[config.mk]
export PLATFORM = sky130hd
export DESIGN_NAME = tx_timer
export DESIGN_NICKNAME = d
export VERILOG_FILES = /design/src/rtl/usb_tx_pkg.sv /design/src/rtl/tx_period_counter.sv /design/src/rtl/tx_timer.sv
export SDC_FILE = /design/constraint.sdc
export NUM_CORES = 1
export LEC_CHECK = 0
export CORE_MARGIN = 3
export CORE_UTILIZATION = 48
export DETAILED_ROUTE_END_ITERATION = 16
export GPL_TIMING_DRIVEN = 1
export PLACE_DENSITY_LB_ADDON = 0.05
export SKIP_CTS_REPAIR_TIMING = 1
export SLEW_MARGIN = 20
export SYNTH_ARGS = -nofsm -noshare
export SYNTH_HDL_FRONTEND = slang
export SYNTH_SLANG_ARGS = --single-unit
[constraint.sdc]
create_clock -name clk -period 2.5 [get_ports clk]
set_clock_uncertainty 0.2 [all_clocks]
set_input_delay 0.375 -clock clk [delete_from_list [all_inputs] [get_ports clk]]
set_output_delay 0.375 -clock clk [all_outputs]
set_load 0.005 [all_outputs]
[src/rtl/usb_tx_pkg.sv]
// usb_tx_pkg: shared state type and bit-timing constants for the USB full-speed transmit path
package usb_tx_pkg;
  typedef enum logic [1:0] {IDLE, ACTIVE, EOP_SE0, EOP_J} tx_timer_state_t;
  localparam int CLKS_PER_BIT_FS = 8;
  localparam int EOP_SE0_BITS = 2;
  localparam int EOP_J_BITS = 1;
endpackage

[src/rtl/tx_period_counter.sv]
// tx_period_counter: 4-bit wrapping counter with clear, enable and rollover flag
module tx_period_counter (
  input  logic       clk,
  input  logic       n_rst,
  input  logic       clr,
  input  logic       en,
  input  logic [3:0] roll_val,
  output logic [3:0] count,
  output logic       rollover
);
  assign rollover = en && count == roll_val;
  always_ff @(posedge clk)
    if (!n_rst || clr) count <= '0;
    else if (en) count <= rollover ? 4'd0 : count + 4'd1;
endmodule

[src/rtl/tx_timer.sv]
// tx_timer: full-speed bit timer driving the TX shift register, bit stuffing and EOP sequencing
module tx_timer
  import usb_tx_pkg::tx_timer_state_t, usb_tx_pkg::IDLE, usb_tx_pkg::ACTIVE, usb_tx_pkg::EOP_SE0, usb_tx_pkg::EOP_J;
#(
  parameter int CLKS_PER_BIT = usb_tx_pkg::CLKS_PER_BIT_FS,
  parameter int EOP_SE0_BITS = usb_tx_pkg::EOP_SE0_BITS,
  parameter int EOP_J_BITS   = usb_tx_pkg::EOP_J_BITS
) (
  input  logic       clk,
  input  logic       n_rst,
  input  logic       timer_en,
  input  logic       timer_clr,
  input  logic       stuff_req,
  input  logic       last_byte,
  output logic       bit_strobe,
  output logic       shift_strobe,
  output logic       byte_done,
  output logic       stuff_active,
  output logic       eop_se0,
  output logic       eop_j,
  output logic       eop_done,
  output logic       tx_busy,
  output logic [3:0] pd_count,
  output logic [3:0] bit_count
);
  tx_timer_state_t state, state_n;
  logic [3:0] bit_n, eop_cnt, eop_n;
  logic stuff, stuff_n, eop_pending, pend_n;
  logic advance, rollover, boundary;
  assign advance = (state == ACTIVE && timer_en) || state == EOP_SE0 || state == EOP_J;
  tx_period_counter u_pd (
    .clk(clk), .n_rst(n_rst), .clr(state == IDLE || timer_clr), .en(advance),
    .roll_val(4'(CLKS_PER_BIT - 1)), .count(pd_count), .rollover(rollover)
  );
  // an aborting cycle must not leak strobes to the shift register or controller
  assign boundary     = n_rst && !timer_clr && rollover;
  assign bit_strobe   = boundary;
  assign shift_strobe = boundary && state == ACTIVE && !stuff;
  assign byte_done    = shift_strobe && bit_count == 4'd7;
  assign stuff_active = stuff;
  assign eop_se0      = state == EOP_SE0;
  assign eop_j        = state == EOP_J;
  assign eop_done     = boundary && state == EOP_J && eop_cnt == 4'(EOP_J_BITS - 1);
  assign tx_busy      = state != IDLE;
  always_comb begin
    state_n = state;
    bit_n   = bit_count;
    eop_n   = eop_cnt;
    stuff_n = stuff;
    pend_n  = eop_pending;
    case (state)
      IDLE: state_n = timer_en ? ACTIVE : IDLE;
      ACTIVE:
        if (boundary) begin
          stuff_n = stuff_req;
          bit_n   = stuff ? bit_count : bit_count == 4'd7 ? 4'd0 : bit_count + 4'd1;
          if (eop_pending) begin
            state_n = EOP_SE0;
            stuff_n = 1'b0;
            pend_n  = 1'b0;
          end else if (byte_done && last_byte) begin
            pend_n  = stuff_req;
            state_n = stuff_req ? ACTIVE : EOP_SE0;
          end
        end
      EOP_SE0:
        if (boundary) begin
          eop_n   = eop_cnt == 4'(EOP_SE0_BITS - 1) ? 4'd0 : eop_cnt + 4'd1;
          state_n = eop_cnt == 4'(EOP_SE0_BITS - 1) ? EOP_J : EOP_SE0;
        end
      default:
        if (boundary) begin
          eop_n   = eop_cnt == 4'(EOP_J_BITS - 1) ? 4'd0 : eop_cnt + 4'd1;
          state_n = eop_cnt == 4'(EOP_J_BITS - 1) ? IDLE : EOP_J;
        end
    endcase
  end
  always_ff @(posedge clk)
    if (!n_rst || timer_clr) begin
      state       <= IDLE;
      bit_count   <= '0;
      eop_cnt     <= '0;
      stuff       <= 1'b0;
      eop_pending <= 1'b0;
    end else begin
      state       <= state_n;
      bit_count   <= bit_n;
      eop_cnt     <= eop_n;
      stuff       <= stuff_n;
      eop_pending <= pend_n;
    end
endmodule

==> results.md, run 1 <==
* RSZ-0062 raised after global routing: yes
* Stages on worst setup path at 5
* Synth top area share at 0.333
* Share of layout cells above drive strength 1 at 0.240
* Worst vdd ir at 293 µV
* EDFF count, synth at 0
* Critical path class: input port to primary output
* Sw Ratio at 0.225
* Fmax at 396 MHz
* Synth Instances at 110
* Fill count at 142
* Area of the multi-input gates at 606 µm²
* Die ar. at 2580 µm²
* Crit path top cell by count: clkdlybuf4s50_1
* # DRC at 0
* Synth warn at 0
* Asr flop ratio synth at 0
* CTS buffer count at 3
* Clock Root Buffer: clkbuf_4
* Yosys reg bits at 16
* Slew HR at 0.769
* Post-Syn Nets at 121
* Status: finished, violations left
* Period utilisation layout at 1.01
* Least-Margin Pin Slew at 0.344 ns
* Area grow syn2layout at 41.4%
* Via count at 920
* Antenna violations before repair at 0
* HP Class: flop to flop
* Critical path peak fanout at 6
* Critical path launch point type: input port
* CP arrival at 1.95 ns
* Count of different cell masters after synthesis at 40
* Die span in x at 50.8 µm
* Placeable Area at 1800 µm²
* Required @ worst endpoint at 1.92 ns
* CTS tree: yes
* Mapped Avg Cell Area at 8.75 µm²
* Routed vias/inst at 5.38
* Largest net degree at the start of global routing at 14
* R2r setup slk at 0.54 ns
* Worst-Skew Late Latency at 0.29 ns
* Routed Antenna Nets at 0
* Sequential cell area at 333 µm²
* DRT Wirelength at 2.30 mm
* CP Cell Sequence: clkdlybuf4s50_1, a21o_1, nand2_1, nor2_1, clkdlybuf4s50_1
* Initial core utilization at 0.534
* Die Y at 50.8 µm
* R2R depth at 5
* CP top delay family: buffers and inverters
* Hold Path Sink: eop_cnt[3]
* Leak Pwr at 0.554 nW
* R2r startpoint: u_pd.count[0]
* Min Hold Slack at 0.322 ns
* Worst hold path startpoint: eop_cnt[3]
* PD cells at 349 nW/µm²
* Drt pass-1 iters at 4
* GP Congestion at 0.747
* Global route overflow at 0
* H-tree levels at 1
* Std cell rows at 15
* Dominant cell type by area after synthesis: dfxtp_1
* FF-to-FF End: state[1]
* Most used DFF post-synth: dfxtp_1
* Internal Pwr Total at 0.368 mW
* Post-synthesis sequential area ratio at 0.333
* Final worst slack at -0.0255 ns
* Synthesized cell area at 962 µm²
* Max stage delay on crit path at 0.59 ns
* Clk buf depth at 2
* GRT Util Overall at 0.196
* Vias in the first global route at 901
* Max cap viols at 0
* Switching power at 0.107 mW
* First DRT Iteration DRCs at 21
* Dpl ws at -0.0577 ns
* CP endpoint kind: primary output
* Net count, final at 158
* Hold path cells at 2
* Port buffer count at 21
* Clk network pwr share at 0.358
* Comb pwr share at 0.101
* Final Hold Fails at 0
* Failing checks: setup timing
* Sequential share of power at 0.540
* CP max-delay cell: clkdlybuf4s50_1
* Top post-synthesis cells by area: dfxtp_1, ha_1, nor2_1
* Clk pin slew, worst setup/hold paths at 0.10 ns
* Min Tclk post-route at 2.53 ns
* First-pass GRT wire length at 3.87 mm
* Dpl hpwl at 1.71 mm
* Final slew viol count at 0
* N_diodes at 0
* CP bufs+invs at 2
* Clock sink count at 16
* I/O Pins at 22
* Wire length per cell at 13.4 µm
* # setup viols final at 1
[area by class of cell]
cell class              count  share of cell area
well taps                  25              0.0230
flip-flops and latches     16               0.245
repair buffers             36               0.241
multi-input cells          83               0.445
clock buffers               4              0.0267
inverters                   7              0.0193
[how the worst max path moves through the flow]
stage | start | endpoint | slack (ns)
floorplan | u_pd.count[0] | state[1] | 0.60
global placement | timer_en | shift_strobe | -0.04
detailed placement | timer_en | shift_strobe | -0.06
CTS | u_pd.count[0] | eop_done | -0.07
global route | bit_count[0] | byte_done | -0.09
finish | timer_en | byte_done | -0.03
[synthesized netlist by cell type, drive strengths merged, types with 2 or more instances]
cell type	instances
dfxtp	16
nor2	15
inv	7
ha	5
mux2i	5
a21oi	4
nand3	4
nor3	4
nor4	4
o21ai	4
xor2	4
a211oi	3
buf	3
nand2	3
nand2b	3
nand4	3
a21o	2
nor2b	2
nor3b	2
o31a	2
or4	2
xnor2	2
[worst register-to-register path, delay by kind of cell, from the launching register on]
family | cells | cell delay [ns]
flip-flops | 1 | 0.37
AO/OA/AOI/OAI | 1 | 0.22
adder cells (fa/ha/maj) | 1 | 0.18
AND/OR/NAND/NOR | 3 | 0.92
[cells in the final DEF (no fill, tap or decap), drive strengths merged, types with 3 or more instances in the layout]
| cell | instances |
|---|---|
| clkbuf | 4 |
| xor2 | 4 |
| a211oi | 3 |
| nor4 | 4 |
| inv | 7 |
| o21ai | 4 |
| mux2i | 5 |
| nor3 | 4 |
| a21oi | 4 |
| nand3 | 4 |
| ha | 5 |
| nand2b | 3 |
| nand4 | 3 |
| nor2 | 15 |
| buf | 15 |
| nand2 | 3 |
| clkdlybuf4s50 | 19 |
| dfxtp | 16 |
[routing by layer]
layer,wire (µm),part of all wire,vias to the layer above,GRT usage
met5,0,0,-,0
met2,1150,0.50,21,0.309
li1,-,-,466,-
met4,14,0.0061,0,0.0897
met1,1030,0.45,431,0.255
met3,105,0.046,2,0.0386
[power groups by stage]
stage	combinational, mW	sequential (mW)	clock (mW)
after floorplan	0.0236	0.263	0
after CTS	0.0455	0.258	0.180
final	0.0481	0.256	0.170
after global placement	0.0442	0.264	0
after global routing	0.0526	0.257	0.192
after detailed placement	0.0452	0.264	0
[logic make-up after synthesis]
logic type / synth area share
AOI/OAI and AO/OA: 0.129
xor gates and xnor gates: 0.0546
adders and majority gates: 0.0650
buffers and inverters: 0.0494
DFF: 0.333
muxes: 0.0520
and+or+nand+nor: 0.317
[through the flow]
stage          area (µm²)  instances   util  TNS, ns  total power [mW]
5_1_grt              1360        171  0.755  -0.0939             0.502
3_5_place_dp         1280        165  0.710  -0.0899             0.309
6_report             1360        171  0.755  -0.0255             0.475
2_1_floorplan         962        110      -        0             0.286
3_3_place_gp         1280        165  0.710  -0.0452             0.308
4_1_cts              1320        169  0.731   -0.197             0.483
[registers in the layout, indices dropped and copies added, names as in the netlist]
register,flops
bit_count,4
eop_cnt,4
eop_pending,1
state,2
stuff_active,1
u_pd.count,4
No activity file was read; power rests on OpenSTA's default activity.
==> run 2, diff against run 1 <==
GPL_ROUTABILITY_DRIVEN = 0   (was not set)
RECOVER_POWER = 25   (was not set)
==> run 2 against run 1 <==
The run still ends with setup timing left. Global-route usage stayed put. Sequential power hardly changed. Clock-buffer cell count stayed put. Non-clock buffer count unchanged. Critical endpoint unchanged. Largest power group unchanged. Highest routed layer unchanged.
==> results.md, run 2 (same netlist as run 1, synthesis figures left out) <==
* Die span in x at 50.8 µm (unchanged)
* Placed Area at 1280 µm² (unchanged)
* Drt pass-1 iters at 5 (+1)
* I/O Pins at 22 (unchanged)
* Share of layout cells above drive strength 1 at 0.233 (-0.00685)
* Clk buf depth at 2 (unchanged)
* Crit path top cell by count: clkdlybuf4s50_1
* N_diodes at 0 (unchanged)
* First-pass GRT wire length at 3.87 mm (unchanged)
* First DRT Iteration DRCs at 22 (+4.8%)
* CP max-delay cell: clkdlybuf4s50_1
* Routed vias/inst at 5.42 (+0.65%)
* Slew HR at 0.630 (-0.139)
* # setup viols final at 1 (unchanged)
* Most frequent cells in the layout: clkdlybuf4s50_1, nor2_1, buf_4
* Max stage delay on crit path at 0.59 ns (about the same)
* Std cell rows at 15 (unchanged)
* # DRC at 0 (unchanged)
* Net count, final at 158 (unchanged)
* Leak Pwr at 0.551 nW (-0.55%)
* Setup_tns at -0.0293 ns (-0.00384 ns)
* CTS buffer count at 3 (unchanged)
* CP arrival at 1.95 ns (about the same)
* Global route overflow at 0 (unchanged)
* Least-Margin Pin Slew at 0.555 ns (+0.211 ns)
* Fmax at 395 MHz (-0.15%)
* Required @ worst endpoint at 1.92 ns (about the same)
* Die ar. at 2580 µm² (unchanged)
* Most common cell after layout, fill and taps aside: clkdlybuf4s50_1
* Placeable Area at 1800 µm² (unchanged)
* Top flop regs: bit_count (4), eop_cnt (4), u_pd.count (4)
* Clock Root Buffer: clkbuf_4
* Period utilisation layout at 1.01 (+0.00154)
* H-tree levels at 1 (unchanged)
* Wire length per cell at 13.4 µm (unchanged)
* GRT Util Overall at 0.196 (unchanged)
* HP Class: flop to flop
* Dpl hpwl at 1.71 mm (unchanged)
* Routed Antenna Nets at 0 (unchanged)
* Antenna violations before repair at 0 (unchanged)
* Min Tclk post-route at 2.53 ns (+0.00384 ns)
* Initial core utilization at 0.534 (unchanged)
* Via count at 926 (+0.65%)
* Largest net degree at the start of global routing at 14 (unchanged)
* RSZ-0062 raised after global routing: yes
* Final Cell Area at 1360 µm² (-0.28%)
* Final slew viol count at 0 (unchanged)
* Die Y at 50.8 µm (unchanged)
* Final Hold Fails at 0 (unchanged)
* Clock sink count at 16 (unchanged)
* Area of the multi-input gates at 606 µm² (unchanged)
* Worst-Skew Late Latency at 0.29 ns (about the same)
* Max cap viols at 0 (unchanged)
* Worst vdd ir at 293 µV (about the same)
* PD cells at 350 nW/µm² (+0.24%)
* Fill count at 144 (+1.4%)
* Failing checks: setup timing
* Clk pin slew, worst setup/hold paths at 0.10 ns (about the same)
* Status: finished, violations left
* Port buffer count at 21 (unchanged)
* DRT Wirelength at 2.30 mm (unchanged)
* CTS tree: yes
* R2r setup slk at 0.54 ns (about the same)
* Final worst slack at -0.0293 ns (-0.00384 ns)
* Sequential cell area at 333 µm² (unchanged)
* Critical path launch point type: input port
* Critical path peak fanout at 6 (unchanged)
* Vias in the first global route at 901 (unchanged)
* CP Cell Sequence: clkdlybuf4s50_1, a21o_1, nand2_1, nor2_1, clkdlybuf4s50_1
* CP endpoint kind: primary output
* Area grow syn2layout at 41.0%
* Critical path class: input port to primary output
[run 2: worst max-delay path, delay by kind of cell]
family | cells | cell delay, ns
compound gates | 1 | 0.23
simple gates | 2 | 0.24
buf+inv | 2 | 1.11
[run 2: cell type report]
| type | count | share of cell area |
|---|---|---|
| multi-input cells | 83 | 0.446 |
| inverters | 7 | 0.0194 |
| clock buffers | 4 | 0.0268 |
| repair buffers | 36 | 0.239 |
| flip-flops and latches | 16 | 0.245 |
| well taps | 25 | 0.0231 |
[run 2: layer usage]
layer	routed length, µm	track usage	part of all wire	vias to the layer above
met5	0	0	0	-
met4	14	0.0897	0.0061	0
met3	139	0.0386	0.060	2
met2	1130	0.309	0.49	27
met1	1020	0.255	0.44	431
li1	-	-	-	466
[run 2: final timing paths]
| kind | startpoint | to | cells past startpoint |
|---|---|---|---|
| worst min-delay path | eop_cnt[3] | eop_cnt[3] | 2 |
| worst max register to register | u_pd.count[0] | state[1] | 5 |
| worst max-delay path | timer_en | byte_done | 5 |
| worst min register to register | eop_cnt[3] | eop_cnt[3] | 2 |
[run 2: through the flow]
stage / power [mW] / hold slack, ns / setup slack (ns) / cells / utilization
CTS: 0.483 / 0.321 / -0.0664 / 169 / 0.731
global placement: 0.308 / 0.286 / -0.0393 / 165 / 0.710
detailed placement: 0.309 / 0.304 / -0.0577 / 165 / 0.710
global route: 0.501 / 0.372 / -0.0870 / 171 / 0.753
floorplan: 0.286 / 0.275 / 0.602 / 110 / -
finish: 0.475 / 0.322 / -0.0293 / 171 / 0.753
[run 2: report_power, final]
group	total (mW)	leakage [nW]	internal (mW)	switching, mW
Clock	0.171	0.0210	0.0887	0.0824
Sequential	0.256	0.133	0.254	0.00217
Combinational	0.0470	0.398	0.0238	0.0232
Total	0.475	0.551	0.367	0.108
==> run 3, diff against run 2 <==
CORE_UTILIZATION = 60   (was 48)
DONT_BUFFER_PORTS = 1   (was not set)
==> run 3 against run 2 <==
Global-route usage up 2.6 points. Maximum frequency up 11%. The run now ends clean. Via count down 10%. Setup slack better by 0.24 ns. Wire length down 12%. Die area down 18%. Critical path type is now flop to primary output. Core utilization down 3.0 points. Largest power group unchanged. Sequential cell count unchanged. Clock power about the same. Hold slack worse by 0.21 ns.
==> results.md, run 3 (same netlist as run 1, synthesis figures left out) <==
* Tot Pwr at 0.458 mW (-3.4%)
* Max cap viols at 0 (unchanged)
* Wire length per cell at 15.9 µm (+18%)
* CP endpoint kind: primary output
* Routed Antenna Nets at 0 (unchanged)
* I/O Pins at 22 (unchanged)
* Largest net degree at the start of global routing at 14 (unchanged)
* Via count at 829 (-10%)
* Final slew viol count at 0 (unchanged)
* Most common cell after layout, fill and taps aside: dfxtp_1
* PD cells at 453 nW/µm² (+30%)
* Period utilisation layout at 0.914 (-0.0980)
* Worst-Skew Late Latency at 0.28 ns (about the same)
* # DRC at 0 (unchanged)
* H-tree levels at 1 (unchanged)
* Placed Area at 975 µm² (-24%)
* Dpl hpwl at 1.56 mm (-8.6%)
* Critical path launch point type: flop
* Final worst slack at 0.216 ns (+0.245 ns)
* Leak Pwr at 0.374 nW (-32%)
* Placeable Area at 1400 µm² (-22%)
* First-pass GRT wire length at 3.44 mm (-11%)
* CTS tree: yes
* Area grow syn2layout at 5.07%
* Critical path peak fanout at 5 (-1)
* Clk buf depth at 2 (unchanged)
* RSZ-0062 raised after global routing: no
* Share of layout cells above drive strength 1 at 0.116 (-0.117)
* Antenna violations before repair at 0 (unchanged)
* CTS buffer count at 3 (unchanged)
* # setup viols final at 0 (-1)
* GRT Util Overall at 0.221 (+0.0255)
* Routed vias/inst at 6.53 (+21%)
* Top flop regs: bit_count (4), eop_cnt (4), u_pd.count (4)
* N_diodes at 0 (unchanged)
* Vias in the first global route at 775 (-14%)
* Dpl ws at 0.457 ns (+0.515 ns)
* Final Hold Fails at 0 (unchanged)
* Status: finished, final reports clean
* Net count, final at 124 (-22%)
* Fmax at 438 MHz (+11%)
* HP Class: input port to flop
* CP max-delay cell: dfxtp_1
* Slew HR at 0.647 (+0.0165)
* Clock Root Buffer: clkbuf_4
* Clock sink count at 16 (unchanged)
* First DRT Iteration DRCs at 16 (-27%)
* Max stage delay on crit path at 0.42 ns (-0.17 ns)
* CP arrival at 1.71 ns (-0.24 ns)
* Drt pass-1 iters at 5 (unchanged)
* Std cell rows at 13 (-2)
* Initial core utilization at 0.688 (+0.154)
* Final Cell Area at 1010 µm² (-25%)
* Min Tclk post-route at 2.28 ns (-0.245 ns)
* Critical path class: flop to primary output
* Port buffer count at 0 (-100%)
* Clk pin slew, worst setup/hold paths at 0.10 ns (about the same)
* Global route overflow at 0 (unchanged)
* Die ar. at 2120 µm² (-18%)
* Worst vdd ir at 320 µV (+8.9%)
* DRT Wirelength at 2.01 mm (-12%)
* Most frequent cells in the layout: dfxtp_1, nor2_1, inv_1
* Die span in x at 46.0 µm (-9.3%)
* CP Cell Sequence: ha_1, and3b_1, nand3_1, nor2_1
* Setup_tns at 0 ns (+0.0293 ns)
* Required @ worst endpoint at 1.92 ns (about the same)
* Least-Margin Pin Slew at 0.529 ns (-0.0259 ns)
* Die Y at 46.0 µm (-9.3%)
## run 3: cell types whose count changed in the layout (fill, tap and decap cells not counted), sizes merged
cell	previous run	this run
clkdlybuf4s50	18	0
buf	14	2
dlymetal6s2s	2	0
clkbuf	5	4
dlygate4sd3	1	0
## run 3: final timing paths
kind            startpoint       endpoint  slack [ns]  cells past startpoint
max          u_pd.count[0]       eop_done        0.22                      4
min               timer_en  u_pd.count[1]        0.11                      3
max reg2reg  u_pd.count[0]       state[1]        0.43                      5
min reg2reg     eop_cnt[3]     eop_cnt[3]        0.33                      2
## run 3: cell type report
class	count	area, µm²
Clock buffer	4	36.3
Fill cell	113	388
Inverter	7	26.3
Multi-Input combinational cell	83	594
Sequential cell	16	320
Tap cell	15	18.8
Timing Repair Buffer	2	15.0
## run 3: power breakdown
group / leakage, nW / switching (mW) / internal, mW / total, mW
Combinational: 0.224 / 0.0196 / 0.0106 / 0.0302
Clock: 0.0210 / 0.0820 / 0.0885 / 0.170
Sequential: 0.129 / 0.00175 / 0.256 / 0.258
Total: 0.374 / 0.103 / 0.355 / 0.458
## run 3: per-layer routing
layer / vias up / global-route usage / part of all wire
met1: 391 / 0.322 / 0.46
met3: 2 / 0.0593 / 0.084
li1: 400 / - / -
met2: 36 / 0.327 / 0.45
met5: - / 0 / 0
met4: 0 / 0.0398 / 0.0084
## run 3: through the flow
step,instances,hold slack (ns),util
global placement,123,0.302,0.697
CTS,127,0.113,0.723
detailed placement,123,0.317,0.697
finish,127,0.108,0.723
floorplan,110,0.275,-
global route,127,0.123,0.723
## run 3: worst max-delay path, delay by kind of cell (launching register included)
family	cells	cell delay (ns)
flops	1	0.42
simple gates	3	0.80
fa+ha+maj	1	0.21
